--- config.mk ---
export PLATFORM = sky130hd
export DESIGN_NAME = wb_gpio_port_irq
export DESIGN_NICKNAME = d
export VERILOG_FILES = /design/src/rtl/wb_gpio_port_irq.sv
export SDC_FILE = /design/constraint.sdc
export NUM_CORES = 1
export LEC_CHECK = 0
export CELL_PAD_IN_SITES_DETAIL_PLACEMENT = 1
export CELL_PAD_IN_SITES_GLOBAL_PLACEMENT = 2
export CORE_ASPECT_RATIO = 1.5
export CORE_MARGIN = 1.5
export CORE_UTILIZATION = 34
export DETAILED_ROUTE_END_ITERATION = 16
export HOLD_SLACK_MARGIN = 0.03
export PLACE_DENSITY_LB_ADDON = 0.1
export SYNTH_ARGS = -nofsm -noshare
export SYNTH_HDL_FRONTEND = slang
export SYNTH_SLANG_ARGS = --single-unit
--- constraint.sdc ---
create_clock -name wb_clk_i -period 1.52 [get_ports wb_clk_i]
set_input_delay 0.304 -clock wb_clk_i [delete_from_list [all_inputs] [get_ports wb_clk_i]]
set_output_delay 0.304 -clock wb_clk_i [all_outputs]
set_load 0.03 [all_outputs]
--- src/rtl/wb_gpio_port_irq.sv ---
// Wishbone GPIO port: per-pin direction, atomic set/clear of outputs, N-stage input
// synchroniser and per-pin edge interrupts folded into one registered level irq.
module wb_gpio_port_irq #(
  parameter int g_num_pins    = 32,
  parameter int g_sync_stages = 2
) (
  input  logic                  wb_clk_i,
  input  logic                  rst_n_i,
  input  logic [2:0]            wb_addr_i,
  input  logic [31:0]           wb_data_i,
  output logic [31:0]           wb_data_o,
  input  logic                  wb_cyc_i,
  input  logic                  wb_stb_i,
  input  logic                  wb_we_i,
  input  logic [3:0]            wb_sel_i,
  output logic                  wb_ack_o,
  input  logic [g_num_pins-1:0] gpio_in_i,
  output logic [g_num_pins-1:0] gpio_out_o,
  output logic [g_num_pins-1:0] gpio_oe_o,
  output logic                  irq_o
);

  localparam int W = g_num_pins;

  localparam logic [2:0] A_SOPR  = 3'd0;
  localparam logic [2:0] A_COPR  = 3'd1;
  localparam logic [2:0] A_PDR   = 3'd2;
  localparam logic [2:0] A_DDR   = 3'd3;
  localparam logic [2:0] A_PSR   = 3'd4;
  localparam logic [2:0] A_IER   = 3'd5;
  localparam logic [2:0] A_IEDGE = 3'd6;
  localparam logic [2:0] A_ISR   = 3'd7;

  logic [W-1:0]  r_out;
  logic [W-1:0]  r_ddr;
  logic [W-1:0]  r_ier;
  logic [W-1:0]  r_iedge;
  logic [W-1:0]  r_isr;
  logic [W-1:0]  r_prev;
  logic [W-1:0]  r_sync [g_sync_stages];
  logic          r_ack;
  logic          r_irq;
  logic [31:0]   r_rdata;

  logic          w_req;
  logic          w_wr;
  logic          w_rd;
  logic [W-1:0]  w_wdata;
  logic [W-1:0]  w_psr;
  logic [W-1:0]  w_edge;
  logic [W-1:0]  w_isr_clr;
  logic [W-1:0]  w_rd_word;
  logic          w_unused;

  // Byte selects carry no meaning here: every access is a full word.
  assign w_unused = ^wb_sel_i;

  // Ack is withheld for one cycle after each ack, so a held strobe is served every other cycle.
  assign w_req   = wb_cyc_i & wb_stb_i & ~r_ack;
  assign w_wr    = w_req & wb_we_i;
  assign w_rd    = w_req & ~wb_we_i;
  assign w_wdata = wb_data_i[W-1:0];
  assign w_psr   = r_sync[g_sync_stages-1];

  assign w_edge = ((w_psr & ~r_prev & ~r_iedge) | (~w_psr & r_prev & r_iedge))
                  & r_ier & ~r_ddr;
  assign w_isr_clr = (w_wr && wb_addr_i == A_ISR) ? w_wdata : '0;

  always_comb begin
    w_rd_word = '0;
    case (wb_addr_i)
      A_PDR:   w_rd_word = r_out;
      A_DDR:   w_rd_word = r_ddr;
      A_PSR:   w_rd_word = w_psr;
      A_IER:   w_rd_word = r_ier;
      A_IEDGE: w_rd_word = r_iedge;
      A_ISR:   w_rd_word = r_isr;
      default: w_rd_word = '0;
    endcase
  end

  always_ff @(posedge wb_clk_i or negedge rst_n_i) begin
    if (!rst_n_i) begin
      r_ack   <= 1'b0;
      r_rdata <= '0;
    end else begin
      r_ack   <= w_req;
      r_rdata <= w_rd ? 32'(w_rd_word) : '0;
    end
  end

  always_ff @(posedge wb_clk_i or negedge rst_n_i) begin
    if (!rst_n_i) begin
      r_out   <= '0;
      r_ddr   <= '0;
      r_ier   <= '0;
      r_iedge <= '0;
    end else if (w_wr) begin
      case (wb_addr_i)
        A_SOPR:  r_out   <= r_out | w_wdata;
        A_COPR:  r_out   <= r_out & ~w_wdata;
        A_PDR:   r_out   <= w_wdata;
        A_DDR:   r_ddr   <= w_wdata;
        A_IER:   r_ier   <= w_wdata;
        A_IEDGE: r_iedge <= w_wdata;
        default: ;
      endcase
    end
  end

  always_ff @(posedge wb_clk_i or negedge rst_n_i) begin
    if (!rst_n_i) begin
      for (int i = 0; i < g_sync_stages; i++) r_sync[i] <= '0;
      r_prev <= '0;
    end else begin
      r_sync[0] <= gpio_in_i;
      for (int i = 1; i < g_sync_stages; i++) r_sync[i] <= r_sync[i-1];
      r_prev <= w_psr;
    end
  end

  // A new edge overrides a simultaneous W1C of the same bit.
  always_ff @(posedge wb_clk_i or negedge rst_n_i) begin
    if (!rst_n_i) begin
      r_isr <= '0;
      r_irq <= 1'b0;
    end else begin
      r_isr <= (r_isr & ~w_isr_clr) | w_edge;
      r_irq <= |(r_isr & r_ier);
    end
  end

  assign wb_ack_o   = r_ack;
  assign wb_data_o  = r_rdata;
  assign gpio_out_o = r_out;
  assign gpio_oe_o  = r_ddr;
  assign irq_o      = r_irq;

endmodule

==> Word-level counts from Yosys, hierarchy flattened <==
Index checks and enable logic that the tools add are counted.
{ "classes": {"n_eq_ne": 7, "mux": 4, "bitwise_logic": 24, "n_reduce_logical": 8} }
{ "ops": {"columns": ["operator", "count"], "rows": [
  ["32-bit bitwise AND", 9],
  ["32-bit NOT", 6],
  ["32-bit case mux with 6 select lines", 1],
  ["32-bit bitwise OR", 3],
  ["32-bit case mux with 3 select lines", 1],
  ["32-bit 2-to-1 mux", 2],
  ["32-bit OR reduction", 1],
  ["3-bit equality test, second input constant", 4],
  ["2-bit AND reduction", 4],
  ["3-bit by 2-bit equality test with 1-bit output, second input constant", 2],
  ["1-bit bitwise AND", 4],
  ["3-bit by 1-bit equality test with 1-bit output, second input constant", 1],
  ["3-bit logical NOT", 1],
  ["3-bit nonzero test", 1],
  ["1-bit NOT", 2],
  ["1-bit logical AND", 1]
]} }
{ "totals": {"reg_bits": 290, "elab_cells": 54} }

==> Logic depth before layout (Yosys ltp) <==
Gate-level depths: netlist of run 1.
{ "depth": {"depth_word": 8, "mapped_depth": 8} }

==> Least setup slack after synthesis of run 1 <==
No wires, ideal clock.
{ "synth_timing": {"path_kind": "register -> register", "startpoint": "register r_ack (netlist: wb_ack_o)", "endpoint": "register r_iedge[10]", "setup_ns": 0.125, "arrival_time_ns": 1.628, "t_required_ns": 1.395, "setup_slack_ns": -0.232, "stages_incl_launch_ff": 5, "synth_period_minus_slack_ns": 1.752, "cell_sequence": "dfrtp_1 -> nand4b_4 -> nor3b_2 -> buf_2 -> mux2_2"} }
{ "synth_between": {"elab_chain_len": 4} }
{ "synth_rtl": {"columns": ["element", "line", "source"], "rows": [
  ["from (decl)", "41", "logic r_ack;"],
  ["from (signal assigned)", "87", "r_ack <= w_req;"],
  ["1-bit NOT", "59", "assign w_req = wb_cyc_i & wb_stb_i & ~r_ack;"],
  ["1-bit bitwise AND", "59", null],
  ["1-bit bitwise AND", "60", "assign w_wr = w_req & wb_we_i;"],
  ["2-bit AND reduction (no line)", null, null],
  ["to (signal assigned)", "105", "A_IEDGE: r_iedge <= w_wdata;"],
  ["to (decl)", "37", "logic [W-1:0] r_iedge;"]
]} }
No other way between the ends.
A chain may end at the register's enable or synchronous reset.

==> Worst setup path in the final report of run 1 <==
{ "layout_timing": {"startpoint": "register r_ack (netlist: wb_ack_o)", "endpoint": "register r_iedge[5]"} }
The elaborated chain is that of the path after synthesis.

==> flow_summary.toml, run 1 <==
[outcome]
outcome = "complete, but fails checks"
violations = "negative setup slack"

[global_routing]
grt-ovfl-total = 0
grt_pass1_vias = 9578
grt_pass1_wl_um = 60900
track_usage_pct = 22.3
grt_max_degree = 60
antenna_found_initial = 1

[die]
fp.dieW_um = 157
core_um2 = 35100
die-area_um2 = 36900
start_util_pct = 34.6
ios = 174
die_h_um = 234
core.rowCount = 84

[logic_synthesis]
synth-seq-area-share_pct = 59.8
yosysUniqueCellTypes = 38
yosys_warnings = 0
async_flop_share_pct = 100
netlist_instances = 908
ys_ff_latch = 290
ys.flop_type = "dfrtp_1"
avgSynthCellArea_um2 = 13.4
synth_fa_ha_area_share_pct = 0
synth_area_um2 = 12100
synth_top_family_by_area = "multiplexers"
synthesis.nets = 984
synth_top_area_cell = "dfrtp_1"
synth_mux_area_share_pct = 16.4
synth_edf_count = 0
synth.top_cell.area_share_pct = 59.8
synth_xor_area_share_pct = 0
synthSimpleGateAreaFrac_pct = 7.48
synth_compound_area_share_pct = 12.7
synthTopCellsByArea = "dfrtp_1 (60%), mux2_2 (9.2%), mux2_4 (3.7%)"

[route]
first_pass_iters = 5
drc_errors = 0
drt_wl_total_um = 41600
ant_nets = 0
wl_per_cell_um = 24.4
vias_per_cell = 5.21
drt_first_iter_violations = 489
vias = 8882

[finish]
multi_input_area_um2 = 4960
antenna_cells = 0
design_area_um2 = 17100
syn_to_final_growth_pct = 40.5
seq_area_um2 = 7270
fillCellCount = 3599
fin_cells = 1705
fin_nets = 1284
finish.utilization_pct = 48.6
drive_gt1_share_pct = 42.4

[timing]
setup_ws_ns = -0.218
maxSlewViolCount = 0
fin_crit_sh_pct = 114
tightest_slew_ns = 0.521
layout_min_cycle_time_ns = 1.74
rsz0062_at_grt = "true"
timing.fmax_mhz = 575
clock_skew_ns = 0.0176
hold_viol_final = 0
setup_tns_ns = -25.28
setup_violations = 170
slew_headroom_pct = 65.3

[place]
hpwl_um = 26900
placed_area_um2 = 15400
dpl_worst_slack_ns = -0.610
placed_cells = 1619
place.gp.congestion = 0.770
io_buffers = 169

[clocking]
root_buffer = "clkbuf_16"
clk_latency_ns = 0.58
cts_sinks = 290
path_clk_slew_ns = 0.06
cts_tree = "yes"
htree_levels = 1
cts_buffer_depth = 3
cts_made_buffers = 30

[pwr]
leakage_nw = 7.56
power_density_nw_per_um2 = 1400
ir_worst_vdd_mv = 0.939

[setup_path]
max_stage_delay_ns = 0.40
path_buf_inv = 2
criticalPathCategory = "reg2reg"
path_cells = "nand4b_4 -> nor3b_4 -> buf_6 -> buf_12 -> mux2_4"
worstPathRequired_ns = 1.97
end_kind = "register"
critPathSlowestCell = "dfrtp_2"
cp.arrival_ns = 2.19
crit_family = "simple AND/OR/NAND/NOR gates"
crit_fanout = 10
critPathLaunchType = "register"

[flow_run]
cap_violations = 0

[worst_hold_path]
hold_class = "in2reg"
## cells by family after synthesis
kind of cell | count (synthesis)
multiplexers | 165
AND/OR/NAND/NOR | 159
AO/OA/AOI/OAI | 210
flip-flops | 290
buffers and inverters | 84
## layer usage
layer  vias up  routed length, um  global-route usage, %
li1       3940                  -                      -
met1      4688              17100                   28.0
met2       191              21800                   40.2
met3        61               1460                   2.72
met4         2               1110                   6.04
met5         -                 11                      0
## worst paths after layout
check	slack (ns)	end	cells after the start	from
max	-0.22	r_iedge[5]$_DFFE_PN0P_	5	wb_ack_o$_DFF_PN0_
max reg2reg	-0.22	r_iedge[5]$_DFFE_PN0P_	5	wb_ack_o$_DFF_PN0_
min	0.16	r_sync[54]$_DFF_PN0_	1	gpio_in_i[22]
min in group asynchronous	0.21	wb_data_o[26]$_DFF_PN0_	2	rst_n_i
max in group asynchronous	0.60	r_ier[16]$_DFFE_PN0P_	3	rst_n_i
min reg2reg	0.35	w_psr[17]$_DFF_PN0_	0	r_sync[49]$_DFF_PN0_
## flip-flops by register name, summed over array words and instances (netlist names)
register    cells
gpio_oe_o      32
gpio_out_o     32
irq_o           1
r_iedge        32
r_ier          32
r_isr          32
r_prev         32
r_sync         32
w_psr          32
wb_ack_o        1
wb_data_o      32
## cells in the mapped netlist, drive strengths merged (3+ instances only)
cell type / instances
a32oi: 8
buf: 33
mux4: 5
a222oi: 16
o22ai: 3
nor2b: 8
nand2b: 41
nor2: 24
o21ai: 64
a22oi: 24
nand2: 43
dfrtp: 290
a22o: 39
a211oi: 4
a21oi: 20
nand3b: 31
inv: 32
clkbuf: 19
mux2i: 26
mux2: 134
nand4: 4
a32o: 32
## power breakdown
part	total [mW]	leakage (nW)	switching, mW	internal (mW)
clock network	8.02	0.548	3.18	4.84
registers	10.3	3.56	1.30	8.98
logic	5.61	3.45	2.63	2.98
total	23.9	7.56	7.10	16.8
## what timing repair did
item,CTS,global route
setup buffers,10,18
gates resized for setup,521,106
setup endpoints to repair,287,222
gates cloned,3,7
pin swaps,3,22
hold buffers,1,0
endpoints found under the hold margin,220,0
## placed cells by master (no fill, tap or decap), drive strengths merged
cell / netlist / final
a211oi: 4 / 4
a21oi: 20 / 20
a222oi: 16 / 16
a22o: 39 / 39
a22oi: 24 / 24
a32o: 32 / 32
a32oi: 8 / 8
and2: 2 / 2
and3: 1 / 1
buf: 33 / 233
bufinv: 0 / 3
clkbuf: 19 / 65
clkdlybuf4s50: 0 / 67
clkinv: 0 / 7
dfrtp: 290 / 290
dlygate4sd3: 0 / 1
inv: 32 / 32
mux2: 134 / 134
mux2i: 26 / 26
mux4: 5 / 5
nand2: 43 / 43
nand2b: 41 / 41
nand3b: 31 / 31
nand4: 4 / 4
nand4b: 1 / 1
nor2: 24 / 24
nor2b: 8 / 8
nor3: 1 / 1
nor3b: 1 / 1
o21ai: 64 / 64
o22ai: 3 / 3
or4: 2 / 2
## metrics by stage
step	hold slack (ns)	power, mW
finish	0.158	23.9
global placement	0.220	15.6
detailed placement	0.228	15.8
floorplan	0.00841	12.8
CTS	0.137	23.8
global route	0.152	24.9
## layout make-up
class,instances,share of cell area [%]
well taps,473,3.47
inverters,32,0.704
clock buffers,46,5.64
multi-input cells,534,29.1
clock inverters,10,0.733
repair buffers,320,17.8
flip-flops and latches,290,42.6
No activity file was read; power rests on OpenSTA's default activity.
==> inputs of run 2 (changes only) <==
- CTS_BUF_LIST: default -> sky130_fd_sc_hd__clkbuf_4 sky130_fd_sc_hd__clkbuf_8 sky130_fd_sc_hd__clkbuf_16
==> flow_summary.toml, run 2 (synthesis results as in run 1) <==
[outcome]
outcome = "complete, but fails checks"
violations = "negative setup slack"

[place]
place.gp.congestion = 0.770
io_buffers = 169
dpl_worst_slack_ns = -0.610
placed_cells = 1619
hpwl_um = 26900

[route]
vias = 8913
vias_per_cell = 5.21
ant_nets = 0
drc_errors = 0
drt_first_iter_violations = 469
drt_wl_total_um = 41700
first_pass_iters = 6
wl_per_cell_um = 24.3

[timing]
hold_slack_ns = 0.161
tightest_slew_ns = 0.513
layout_min_cycle_time_ns = 1.73
setup_ws_ns = -0.210
fin_crit_sh_pct = 114
timing.fmax_mhz = 578
maxSlewViolCount = 0
clock_skew_ns = 0.0180
setup_tns_ns = -24.85
hold_viol_final = 0
setup_violations = 170
slew_headroom_pct = 65.8
rsz0062_at_grt = "true"

[global_routing]
grt-ovfl-total = 0
grt_max_degree = 60
grt_pass1_vias = 9631
antenna_found_initial = 1
grt_pass1_wl_um = 61400
track_usage_pct = 22.5

[pwr]
ir_worst_vdd_mv = 0.938
power_density_nw_per_um2 = 1390
leakage_nw = 7.63

[setup_path]
max_stage_delay_ns = 0.40
r2r_slack_ns = -0.21
criticalPathCategory = "reg2reg"
r2r_cells = 6
cp.arrival_ns = 2.18
worstSetupStartpoint = "wb_ack_o$_DFF_PN0_"
critPathLaunchType = "register"
r2r_end = "gpio_oe_o[1]$_DFFE_PN0P_"
end_kind = "register"
crit_fanout = 8
path_cells = "nand4b_4 -> buf_4 -> nor2_4 -> buf_12 -> clkbuf_16 -> mux2_2"
critPathSlowestCell = "dfrtp_2"
endpoint = "gpio_oe_o[1]$_DFFE_PN0P_"
rr_startpoint = "wb_ack_o$_DFF_PN0_"
worstPathRequired_ns = 1.97

[die]
fp.dieW_um = 157
ios = 174
core_um2 = 35100
die-area_um2 = 36900
die_h_um = 234
core.rowCount = 84
start_util_pct = 34.6

[finish]
antenna_cells = 0
fin_nets = 1291
fin_cells = 1712
final_common_cell = "dfrtp_1"
finish.utilization_pct = 49.0
drive_gt1_share_pct = 43.0
multi_input_area_um2 = 4980
fillCellCount = 3602
seq_area_um2 = 7270
syn_to_final_growth_pct = 41.8
layout_common_cells = "dfrtp_1 (280), buf_4 (128), clkdlybuf4s50_1 (67)"

[clocking]
cts_buffer_depth = 3
cts_sinks = 290
clk_latency_ns = 0.58
root_buffer = "clkbuf_16"
cts_tree = "yes"
htree_levels = 1
path_clk_slew_ns = 0.06
cts_made_buffers = 30

[worst_hold_path]
hold_class = "in2reg"

[flow_run]
cap_violations = 0
## run 2: changes by cell type in the layout (fill, tap and decap cells not counted), sizes merged
cell	delta
buf	+6
clkbuf	+1
## run 2: worst min-delay path by stage
stage               slack [ns]  depth (start not counted)           from                  endpoint
CTS                       0.14                          1  gpio_in_i[13]      r_sync[45]$_DFF_PN0_
floorplan                0.008                          0        rst_n_i  gpio_oe_o[0]$_DFFE_PN0P_
detailed placement        0.23                          1        rst_n_i      r_sync[58]$_DFF_PN0_
global route              0.15                          1   gpio_in_i[0]      r_sync[32]$_DFF_PN0_
finish                    0.16                          1  gpio_in_i[22]      r_sync[54]$_DFF_PN0_
global placement          0.22                          1        rst_n_i   wb_data_o[26]$_DFF_PN0_
## run 2: timing repair
action                                 4_1_cts  5_1_grt
gates cloned                                 5        8
buffers inserted                            12       22
setup endpoints to repair                  287      222
pin swaps                                    5       21
endpoints found under the hold margin      220        0
gates resized for setup                    537      109
hold buffers                                 1        0
## run 2: through the flow
stage	total power [mW]	cell area, um2
after CTS	23.9	16600
after global placement	15.6	15400
final	24.0	17200
after floorplan	12.8	12200
after detailed placement	15.8	15400
after global routing	25.0	17200
## run 2: power by group
group | switching [mW] | internal, mW | total (mW)
Clock | 3.19 | 4.87 | 8.06
Combinational | 2.62 | 3.00 | 5.62
Sequential | 1.31 | 8.98 | 10.3
Total | 7.11 | 16.9 | 24.0
## run 2: metal layers
| metal | global-route usage [%] | part of all wire [%] | up-vias |
|---|---|---|---|
| li1 | - | - | 3963 |
| met1 | 28.3 | 41 | 4697 |
| met2 | 40.4 | 53 | 195 |
| met3 | 2.72 | 3.5 | 56 |
| met4 | 6.01 | 2.2 | 2 |
| met5 | 0 | 0.026 | - |
## run 2: area by class of cell
class	instances	share of cell area (%)
Sequential cell	290	42.2
Inverter	32	0.698
Tap cell	473	3.44
Multi-Input combinational cell	534	28.9
Clock buffer	46	5.63
Timing Repair Buffer	327	18.4
Clock inverter	10	0.727
## run 2: worst max-delay path, delay by kind of cell (launching register included)
kind	cells	cell delay, ns
buf+inv	3	0.53
mux	1	0.33
flops	1	0.40
simple gates	2	0.35
==> patch (config.mk and constraints of run 2) <==
Take the reset off `r_rdata` and load it in a clocked block of its own.
--- a/src/rtl/wb_gpio_port_irq.sv
+++ b/src/rtl/wb_gpio_port_irq.sv
@@ -84,7 +84,9 @@
       r_ack   <= 1'b0;
-      r_rdata <= '0;
     end else begin
       r_ack   <= w_req;
-      r_rdata <= w_rd ? 32'(w_rd_word) : '0;
     end
+  end
+
+  always_ff @(posedge wb_clk_i) begin
+    r_rdata <= w_rd ? 32'(w_rd_word) : '0;
   end
Formal check against the unedited RTL: differs if rst_n_i is asserted again (counterexample within 4 cycles, from zero or initial values and one cycle with rst_n_i low); with rst_n_i held inactive, the same outputs for 4 cycles.
==> patch against run 2 <==
The run still ends with negative setup slack left; total power grew 2.6%; design area grew 1.5%; non-clock buffer count shrank 11; area after synthesis grew 1.5%; highest routed layer is now met4; hold slack lost 0.012 ns; routed wire length grew 2.3%; critical endpoint is now r_ier[1]$_DFFE_PN0P_; worst setup slack lost 0.028 ns; sequential cell count is the same; count of clock-buffer cells in the layout shrank 6.
==> patch: results (changes against run 2) <==
[status]
status = finished, violations left  ; unchanged
violations = negative setup slack  ; unchanged

[place]
placed_area_um2 = 15600  ; was 15400 um^2
preCtsSetupSlack_ns = -0.677  ; was -0.610 ns
dpl.cell_count = 1603  ; was 1619
dp_hpwl_mm = 26.8  ; was 26.9 mm
gp_congestion = 0.753  ; was 0.770

[power_and_ir_drop]
switchingPower_uw = 7170  ; was 7110 uW
cellLeakagePower_uw = 0.00744  ; was 0.00763 uW
ir_worst_vdd_mv = 0.911  ; was 0.938 mV
power_density_nw_per_um2 = 1410  ; was 1390 nW/um^2
p_clk_frac = 0.353  ; was 0.336

[global_routing]
grt_max_degree = 68  ; was 60
met2_usage = 0.399  ; was 0.404
antenna_found_initial = 0  ; was 1
grt.met1_usage = 0.288  ; was 0.283
gr-usage-met3 = 0.0257  ; was 0.0272

[finish]
layout.filler_cells = 3623  ; was 3602
multi_input_area_share = 0.291  ; was 0.289
nClkBuffers = 40  ; was 46
multi_input_gates = 517  ; was 534
bufAreaShareNonClock = 0.194  ; was 0.184
areaGrowthSynthToFinish_pct = 41.7  ; was 41.8%
regArea_um2 = 7110  ; was 7270 um^2
n_all_buffers = 316  ; was 327
clock_area_frac = 0.0667  ; was 0.0636
post_route_cells_drive_above_1_share = 0.424  ; was 0.430

[cts]
cts_resized = 453  ; was 537
post_cts_buffers = 13  ; was 12

[route]
met1Wirelength_mm = 17.7  ; was 17.2 mm
via_per_inst = 5.29  ; was 5.21
route.met2.wl_mm = 22.1  ; was 22.0 mm
route.vias.total = 8922  ; was 8913
first_iter_violations = 385  ; was 469
drt_wl_total_mm = 42.6  ; was 41.7 mm

[floorplan]
taps = 478  ; was 473

[synth]
synthesis.nets = 976  ; was 984
synth-compound-area-share = 0.136  ; was 0.127
synthTopCellsByCount = dfrtp_1, mux2_4, mux2_2  ; was dfrtp_1, mux2_2, o21ai_0
synth.distinct_cells = 36  ; was 38
syn_area_per_cell_um2 = 13.7  ; was 13.4 um^2
synthMuxAreaShare = 0.175  ; was 0.164

[timing]
clock_skew_ns = 0.0122  ; was 0.0180 ns
setup_viol_count_final = 188  ; was 170
holdWs_ns = 0.149  ; was 0.161 ns
setup_tns_ns = -31.30  ; was -24.85 ns
worst_slack_ns = -0.238  ; was -0.210 ns

[critical_path]
timing.rr.end = r_ier[1]$_DFFE_PN0P_  ; was gpio_oe_o[1]$_DFFE_PN0P_
crit_arrival_ns = 2.21  ; was 2.18 ns
rrSetupSlack_ns = -0.24  ; was -0.21 ns
path_max_fanout = 7  ; was 8

[worst_hold_path]
hp-class = in -> async  ; was in -> reg

[patch: changes by cell type in the layout (fill, tap and decap cells not counted), moves of 31 or more]
cell,change
mux2_4,+33
dfrtp_1,-36
nand3_1,+31
nand3b_1,-31
o211ai_1,+32
dfxtp_1,+32
[patch: worst max-delay path by stage]
stage / start / to / slack [ns] / cells after the start
after detailed placement: wb_stb_i / gpio_out_o[3]$_DFFE_PN0P_ / -0.68 / 5
final: wb_ack_o$_DFF_PN0_ / r_ier[1]$_DFFE_PN0P_ / -0.24 / 4
after CTS: wb_ack_o$_DFF_PN0_ / r_iedge[1]$_DFFE_PN0P_ / -0.25 / 4
after global routing: wb_ack_o$_DFF_PN0_ / r_iedge[17]$_DFFE_PN0P_ / -0.28 / 4
after global placement: wb_stb_i / gpio_out_o[27]$_DFFE_PN0P_ / -0.64 / 5
after floorplan: wb_ack_o$_DFF_PN0_ / r_iedge[10]$_DFFE_PN0P_ / -0.12 / 5
